File: config.mk
export PLATFORM = sky130hd
export DESIGN_NAME = fifo_sync_v2
export DESIGN_NICKNAME = d
export VERILOG_FILES = /design/src/rtl/fifo_sync_v2.sv
export SDC_FILE = /design/constraint.sdc
export NUM_CORES = 1
export LEC_CHECK = 0
export BUFFER_PORTS_ARGS = -buffer_cell sky130_fd_sc_hd__buf_4
export CAP_MARGIN = 20
export CORE_MARGIN = 2
export CORE_UTILIZATION = 30
export CTS_BUF_LIST = sky130_fd_sc_hd__clkbuf_4
export CTS_CLUSTER_DIAMETER = 40
export CTS_CLUSTER_SIZE = 12
export DETAILED_ROUTE_END_ITERATION = 7
export PLACE_DENSITY = 0.46
export SKIP_CTS_REPAIR_TIMING = 1
export SYNTH_ARGS = -nofsm -noshare
export SYNTH_HDL_FRONTEND = slang
export SYNTH_SLANG_ARGS = --single-unit
File: constraint.sdc
create_clock -name clk -period 5.8 [get_ports clk]
set_input_delay 0.87 -clock clk [delete_from_list [all_inputs] [get_ports clk]]
set_output_delay 0.87 -clock clk [all_outputs]
set_load 0.01 [all_outputs]
File: src/rtl/fifo_sync_v2.sv
// Synchronous single-clock FIFO with chip select, sticky overflow/underflow flags,
// programmable almost-full/almost-empty thresholds and optional first-word-fall-through.
module fifo_sync_v2 #(
    parameter int unsigned FIFO_DEPTH = 8,
    parameter int unsigned DATA_WIDTH = 32,
    parameter int unsigned AF_THRESH  = FIFO_DEPTH - 2,
    parameter int unsigned AE_THRESH  = 1,
    parameter int unsigned FWFT       = 0
) (
    input  logic                          clk,
    input  logic                          rst_n,
    input  logic                          cs,
    input  logic                          wr_en,
    input  logic                          rd_en,
    input  logic                          clr_err,
    input  logic [DATA_WIDTH-1:0]         data_in,
    output logic [DATA_WIDTH-1:0]         data_out,
    output logic                          empty,
    output logic                          full,
    output logic                          almost_empty,
    output logic                          almost_full,
    output logic [$clog2(FIFO_DEPTH):0]   count,
    output logic                          overflow,
    output logic                          underflow
);

    localparam int unsigned PTR_W = $clog2(FIFO_DEPTH);
    localparam int unsigned CNT_W = PTR_W + 1;

    logic [DATA_WIDTH-1:0] r_mem [FIFO_DEPTH];
    logic [PTR_W-1:0]      r_wr_ptr;
    logic [PTR_W-1:0]      r_rd_ptr;
    logic [CNT_W-1:0]      r_count;
    logic                  r_overflow;
    logic                  r_underflow;

    logic w_empty;
    logic w_full;
    logic w_wr_req;
    logic w_rd_req;
    logic w_wr_acc;
    logic w_rd_acc;
    logic w_ovf_evt;
    logic w_udf_evt;
    logic w_clr;

    // Status decodes straight from the registered count.
    assign w_empty      = (r_count == CNT_W'(0));
    assign w_full       = (r_count == CNT_W'(FIFO_DEPTH));
    assign empty        = w_empty;
    assign full         = w_full;
    assign almost_empty = (r_count <= CNT_W'(AE_THRESH));
    assign almost_full  = (r_count >= CNT_W'(AF_THRESH));
    assign count        = r_count;
    assign overflow     = r_overflow;
    assign underflow    = r_underflow;

    // A full FIFO still takes a write when a read frees the head slot in the same cycle.
    assign w_wr_req  = cs & wr_en;
    assign w_rd_req  = cs & rd_en;
    assign w_rd_acc  = w_rd_req & ~w_empty;
    assign w_wr_acc  = w_wr_req & (~w_full | w_rd_acc);
    assign w_ovf_evt = w_wr_req & ~w_wr_acc;
    assign w_udf_evt = w_rd_req & w_empty;
    assign w_clr     = cs & clr_err;

    // Storage is intentionally not reset.
    always_ff @(posedge clk) begin
        if (w_wr_acc) begin
            r_mem[r_wr_ptr] <= data_in;
        end
    end

    always_ff @(posedge clk or negedge rst_n) begin
        if (!rst_n) begin
            r_wr_ptr <= PTR_W'(0);
            r_rd_ptr <= PTR_W'(0);
        end else begin
            if (w_wr_acc) begin
                r_wr_ptr <= r_wr_ptr + PTR_W'(1);
            end
            if (w_rd_acc) begin
                r_rd_ptr <= r_rd_ptr + PTR_W'(1);
            end
        end
    end

    always_ff @(posedge clk or negedge rst_n) begin
        if (!rst_n) begin
            r_count <= CNT_W'(0);
        end else begin
            case ({w_wr_acc, w_rd_acc})
                2'b10:   r_count <= r_count + CNT_W'(1);
                2'b01:   r_count <= r_count - CNT_W'(1);
                default: r_count <= r_count;
            endcase
        end
    end

    // A new error event wins over a coincident clear.
    always_ff @(posedge clk or negedge rst_n) begin
        if (!rst_n) begin
            r_overflow  <= 1'b0;
            r_underflow <= 1'b0;
        end else begin
            if (w_ovf_evt) begin
                r_overflow <= 1'b1;
            end else if (w_clr) begin
                r_overflow <= 1'b0;
            end
            if (w_udf_evt) begin
                r_underflow <= 1'b1;
            end else if (w_clr) begin
                r_underflow <= 1'b0;
            end
        end
    end

    generate
        if (FWFT != 0) begin : g_fwft
            assign data_out = r_mem[r_rd_ptr];
        end else begin : g_reg_rd
            logic [DATA_WIDTH-1:0] r_data_out;

            always_ff @(posedge clk or negedge rst_n) begin
                if (!rst_n) begin
                    r_data_out <= DATA_WIDTH'(0);
                end else if (w_rd_acc) begin
                    r_data_out <= r_mem[r_rd_ptr];
                end
            end

            assign data_out = r_data_out;
        end
    endgenerate

endmodule

==> results.txt, run 1 <==
----------------------------------------------------
[Status]
  Outcome ... finished clean

[Critical path]
  Slowest-stage cell, CP ... dfrtp_1
  Chain of cells forming the critical path ... inv_1 > ha_1 > nor3b_4 > buf_4 > or2_2 > buf_4 > inv_2 > ha_1 > or4b_1 > a21oi_1 > xor2_1
  Worst path top cell family by delay ... simple AND/OR/NAND/NOR gates
  Critical path type ... reg2reg
  Bufs and invs on worst path ... 4
  Critical path arrival ... approximately 3800 ps
  Worst setup EP type ... register
  Element type at the critical path start ... register
  Peak per-stage delay on the critical path ... 480 ps
  Peak fanout along the critical path ... 36
  Required time of the worst setup path ... 6360 ps

[Logic synthesis]
  Sequential share of the synthesized area ... roughly 74%
  Count of unique library cells instantiated by Yosys ... 38
  Top flip-flop cell by instance count after synthesis ... edfxtp_1
  Most area-hungry cell type in the Yosys netlist ... edfxtp_1
  Cell area after synthesis ... 0.01183 mm2
  Library cell with the highest instance count after synthesis ... edfxtp_1
  Async set-reset flop share out of synthesis ... 14.67%
  Net Count, Synth ... 700
  Average instance area after synthesis ... 18.07 um2
  Most frequent cells after synthesis ... edfxtp_1, mux2i_1, mux2_2
  Top area cells in the synthesized netlist ... edfxtp_1, dfrtp_1, mux2_2
  Flop and latch count out of synthesis ... 300
  Total of warnings raised by yosys ... 0
  Synthesized netlist cell count ... approximately 660
  Proportion of netlist area held by the largest area contributor ... 64.97%
  Number of enable flip-flop cells after synthesis ... between 200 and 300

[Floorplanning]
  I/O pin total ... 80
  Floorplan core area ... ~0.039 mm2
  Horiz. Die Dim ... between 200 and 250 um
  Die Y ... 202.6 um
  Initial Util ... 30.47%
  Row Count ... 72
  Die Outline Area ... about 0.041 mm2

[STA]
  Pins Over Slew Limit ... 0
  Number of endpoints with negative hold slack in the final report ... 0
  Worst hold slack ... about 240 ps
  Tmin final ... 3268 ps
  RSZ-0062 raised after global routing ... false
  Worst slew pin tran ... 1009 ps
  Total setup violations reported at the end of the flow ... 0
  Post-route setup TNS ... 0 ps
  Post-Route Skew ... 53.70 ps
  Headroom to the max-slew limit ... between 30 and 40%
  Share of the clock period used by the worst path after layout ... 56.34%
  Maximum achievable frequency ... slightly above 300 MHz

[Final layout]
  Sequential cell area ... 0.008792 mm2
  Fraction of final layout cells with drive strength greater than 1 ... 34.35%
  Utilization of the core after routing ... a little over a third
  Post-layout net count ... 801
  Layout fillers ... 3649
  Area taken by multi-input logic gates ... around 0.0029 mm2
  Area of all placed cells without fillers ... 0.01370 mm2
  Area growth from synthesis to final layout ... 15.79%

[Power]
  Clock Power Share ... 22.0%
  Switching Share ... 32.86%
  Internal power ... about 4000 uW
  Cell Pwr Density ... ~450 mW/mm2
  Switching power of the nets ... 2011 uW
  Power share of the sequential group ... between 40% and 50%
  Final Total Pwr ... 6121 uW
  Pleak ... about 0.0048 uW
  Worst VDD drop ... 178.0 uV
  Combinational share of power ... between 30% and 40%

[Hold path]
  Class of the worst hold path ... in2async

[Job]
  Number of max-cap violations ... 0

[Global routing]
  Initial antenna violation count ... 1
  Overall track demand over capacity in global routing ... 13.06%
  Global-route wire length before repair ... 40.70 mm
  Vias in the first global route ... 6498
  Grt ovf ... 0
  Largest net degree at the start of global routing ... between 60 and 70

[Routing]
  Via count ... 6094
  Post-route DRC violation count ... 0
  Count of nets left with antenna violations after detail routing ... 0
  Number of DRC markers after the initial detailed-route iteration ... between 300 and 400
  DR pass1 iterations ... 4
  Routed length per placed instance ... 20.72 um
  Total length of routed wires ... 27.03 mm
  Vias per std cell ... 4.670

[Place]
  Input/output buffers ... 79
  Detailed placement HPWL ... 15.76 mm
  Instance area at placement ... 0.01311 mm2
  Placer's final routability congestion estimate ... between 0.7 and 0.8

[Clock tree]
  CTS buffer count ... 39
  Clock sink count ... 300
  Maximum clock path buffer count ... 3
  Clock root buffer ... clkbuf_4
  CTS clock-pin slew for the worst setup and hold paths ... around 120 ps
  Worst-skew pair later-pin latency ... 670 ps
  Clock tree from TritonCTS ... yes
  Number of levels the H-tree was split into ... 2

----------------------------------------------------
-- worst paths after layout --
check / start / slack [ps] / depth (start not counted) / end
min reg2reg: underflow$_DFFE_PN0P_ / 510 / 1 / underflow$_DFFE_PN0P_
min in group clk: data_in[10] / 430 / 1 / r_mem[7][10]$_DFFE_PP_
max reg2reg: count[0]$_DFFE_PN0P_ / 2530 / 11 / count[3]$_DFFE_PN0P_
min: rst_n / 240 / 1 / data_out[6]$_DFFE_PN0P_
max: count[0]$_DFFE_PN0P_ / 2530 / 11 / count[3]$_DFFE_PN0P_
max in group asynchronous: rst_n / 5020 / 1 / r_rd_ptr[0]$_DFFE_PN0P_
-- state kept, by name (all words and copies together) (netlist names) --
register   flops
overflow       1
data_out      32
underflow      1
count          4
r_rd_ptr       3
r_mem        256
r_wr_ptr       3
-- cells by family after synthesis --
family,count (synthesis),synth area share [%]
buffers and inverters,42,1.967
adders and majority gates,7,0.7402
xor gates and xnor gates,8,0.5922
and+or+nand+nor,34,1.692
DFF,300,74.27
muxes,131,11.81
AOI/OAI and AO/OA,133,8.925
-- worst reg2reg max path, stage by stage (launching register included) --
cell     delay (ps)
dfrtp_1         480
inv_1           110
ha_1            260
nor3b_4         170
buf_4           280
or2_2           340
buf_4           330
inv_2           160
ha_1            250
or4b_1          470
a21oi_1         190
xor2_1          160
-- per-stage QoR --
stage          setup slack (ps)  std cells
3_3_place_gp               2603       1230
4_1_cts                    2491       1304
6_report                   2532       1305
2_1_floorplan             921.2        655
5_1_grt                    2326       1305
3_5_place_dp               2529       1233
-- metal layers --
| metal | track usage (%) | wire length, um |
|---|---|---|
| met1 | 17.45 | 12190 |
| met5 | 0 | 0 |
| met2 | 21.76 | 13180 |
| met3 | 2.520 | 1145 |
| met4 | 3.545 | 518 |
-- placed cells by master, fill, tap and decap left out, types with 4 or more instances in the layout --
cell type,netlist,final
o21ai_0,33,33
mux2_1,4,4
ha_1,7,7
xnor2_1,5,5
clkbuf_4,0,51
nor3_2,0,4
buf_4,10,96
nand2b_1,4,4
mux2i_1,65,65
o22ai_1,32,32
a22o_1,32,32
nand2_1,7,7
edfxtp_1,256,256
mux2_2,61,61
bufinv_16,0,4
clkinv_1,0,5
dfrtp_1,44,43
clkinv_2,0,5
o31ai_2,29,29
-- area by class of cell --
cell class	instances	share of cell area (%)
inverters	3	0.08219
multi-input cells	313	20.91
repair buffers	99	5.753
clock buffers	51	2.795
well taps	518	4.731
clock inverters	20	1.534
flip-flops and latches	300	64.17
diodes	1	0.01826
-- power groups by stage --
stage / Clock [uW] / Sequential, uW / Combinational, uW
finish: 1350 / 2920 / 1860
global route: 1490 / 2970 / 2020
CTS: 1400 / 2930 / 1910
detailed placement: 0 / 2980 / 1910
global placement: 0 / 2960 / 1870
floorplan: 0 / 2860 / 1290
No activity file was read; power rests on OpenSTA's default activity.
==> inputs of run 2 (changes only) <==
Settings changed: PLACE_DENSITY 0.46 to 0.48.
Clock period 5.8 ns to 3 ns, I/O delays scaled along.
==> run 2 against run 1 <==
Effect of this change: design area up 4.7%; combinational power up 110%; clock power up 140%; non-clock buffer count up 41; final cell count up 4.2%; register-to-register slack worse by 2000 ps; highest routed layer unchanged.
==> results.txt, run 2 (synthesis results as in run 1) <==
----------------------------------------------------
[Global routing]
  Global-route wire length before repair ... 40.42 mm
  Overall track demand over capacity in global routing ... a little over an eighth
  Met2 track utilization from global routing ... 21.86%
  Largest net degree at the start of global routing ... 45
  Initial antenna violation count ... 1
  Met3 usage in global routing ... 2.632%
  Vias in the first global route ... 6415
  GR Layer Usage met1 ... about 17%
  Grt ovf ... 0
  Gr busiest metal ... met2

[STA]
  Worst slew pin tran ... 754.4 ps
  Tmin final ... 2726 ps
  Number of endpoints with negative hold slack in the final report ... 0
  Post-Route Skew ... ~33 ps
  Share of the clock period used by the worst path after layout ... 90.86%
  Worst hold slack ... between 40 and 50 ps
  Total setup violations reported at the end of the flow ... 0
  Pins Over Slew Limit ... 0
  RSZ-0062 raised after global routing ... false
  Headroom to the max-slew limit ... 49.65%
  Post-route setup TNS ... 0 ps
  Maximum achievable frequency ... 366.9 MHz

[Power]
  Internal power ... 8483 uW
  Combinational share of power ... a little over 30%
  Cell Pwr Density ... 879.0 mW/mm2
  Worst VDD drop ... 368.8 uV
  Switching power of the nets ... 4127 uW
  Power share of the sequential group ... 43.8%
  Switching Share ... 32.73%
  Pleak ... 0.005087 uW
  Clock Power Share ... 25.4%

[Final layout]
  Sequential cell area ... ~0.009 mm2
  Layout fillers ... 3674
  Most frequent standard cell in the layout excluding fill and tap cells ... edfxtp_1
  Register bank with the most flops ... r_mem
  Area growth from synthesis to final layout ... 21.24%
  Number of flip-flops in the largest register ... 256
  Post-layout net count ... roughly 850
  Fraction of final layout cells with drive strength greater than 1 ... a little over a third
  Leading cell types in the layout, fill and taps excluded ... edfxtp_1, buf_4, mux2i_1
  Area taken by multi-input logic gates ... ~0.0029 mm2

[Critical path]
  Critical path type ... reg2out
  Required time of the worst setup path ... around 2600 ps
  Flop2flop setup slack ... 510 ps
  Critical path arrival ... 2280 ps
  Element type at the critical path start ... register
  Peak fanout along the critical path ... 35
  Origin of the critical flop-to-flop path ... count[0]$_DFFE_PN0P_
  Worst setup EP type ... primary output
  Reg-to-reg endpoint ... count[3]$_DFFE_PN0P_
  Cells on worst reg2reg path ... 9

[Floorplanning]
  Floorplan core area ... approximately 0.039 mm2
  Initial Util ... 30.47%
  Die Outline Area ... 0.04105 mm2
  Row Count ... 72
  Die Y ... a little over 200 um
  I/O pin total ... 80
  Horiz. Die Dim ... 202.6 um

[Job]
  Number of max-cap violations ... 0

[Clock tree]
  CTS buffer count ... 46
  Worst-skew pair later-pin latency ... between 600 and 700 ps
  Number of levels the H-tree was split into ... 2
  CTS clock-pin slew for the worst setup and hold paths ... 90 ps
  Clock sink count ... 300
  Clock tree from TritonCTS ... yes
  Maximum clock path buffer count ... 3
  Clock root buffer ... clkbuf_4

[Place]
  Detailed placement HPWL ... about 15 mm
  Input/output buffers ... between 70 and 80
  Placer's final routability congestion estimate ... between 0.6 and 0.7

[Hold path]
  Class of the worst hold path ... in2reg
  Worst hold path depth ... 1
  Min-Delay Endpoint ... r_mem[4][26]$_DFFE_PP_
  Hold path startpoint ... data_in[26]

[Status]
  Outcome ... finished clean

[Routing]
  DR pass1 iterations ... 6
  Post-route DRC violation count ... 0
  Via count ... 6326
  Total length of routed wires ... 27.03 mm
  Count of nets left with antenna violations after detail routing ... 0
  Routed length per placed instance ... ~20 um
  Vias per std cell ... about 4.7
  Number of DRC markers after the initial detailed-route iteration ... 495

----------------------------------------------------
-- run 2: cell types whose count changed in the layout (fill, tap and decap cells not counted), sizes merged --
cell	previous run	this run
dlygate4sd3	0	32
buf	99	108
clkinv	10	16
bufinv	4	8
clkinvlp	3	6
inv	6	9
clkbuf	51	49
-- run 2: cell type report --
| type | instances | area share [%] |
|---|---|---|
| Sequential cell | 300 | 61.29 |
| Multi-Input combinational cell | 313 | 20.08 |
| Timing Repair Buffer | 140 | 8.434 |
| Tap cell | 518 | 4.518 |
| Clock inverter | 36 | 3.026 |
| Clock buffer | 49 | 2.564 |
| Inverter | 3 | 0.07849 |
| Antenna cell | 1 | 0.01744 |
-- run 2: worst max-delay path by stage --
stage	start	depth (start not counted)	endpoint	slack, ps
floorplan	count[0]$_DFFE_PN0P_	5	r_mem[4][0]$_DFFE_PP_	-950
global placement	count[0]$_DFFE_PN0P_	9	count[3]$_DFFE_PN0P_	560
detailed placement	count[0]$_DFFE_PN0P_	6	r_mem[2][28]$_DFFE_PP_	520
CTS	count[0]$_DFFE_PN0P_	5	empty	90
global route	count[0]$_DFFE_PN0P_	5	empty	120
finish	count[0]$_DFFE_PN0P_	5	empty	270
-- run 2: metrics by stage --
step / cells / area [um2] / util [%] / power (uW) / worst slack [ps]
after floorplan: 655 / 11840 / - / 8033 / -954.3
after global placement: 1242 / 13220 / 34.04 / 9537 / 562.4
after detailed placement: 1242 / 13220 / 34.04 / 9560 / 521.4
after CTS: 1327 / 14020 / 36.11 / 12800 / 90.20
after global routing: 1360 / 14350 / 36.95 / 13310 / 118.3
final: 1360 / 14350 / 36.95 / 12610 / 274.1
-- run 2: power groups by stage --
stage	sequential, uW	clock (uW)	combinational (uW)
after floorplan	5530	0	2500
after global placement	5630	0	3910
after detailed placement	5630	0	3930
after CTS	5540	3330	3930
after global routing	5610	3470	4230
final	5520	3210	3880
-- run 2: per-layer routing --
layer	vias up	part of all wire (%)
met5	-	0
met4	0	1.9
met3	47	4.5
met2	141	49
met1	3210	45
li1	2928	-
-- run 2: worst max-delay path: stages, from the launching register on --
cell     delay, ps
dfrtp_1        470
inv_1          120
ha_1           240
nor3b_4        230
buf_6          360
buf_4          200
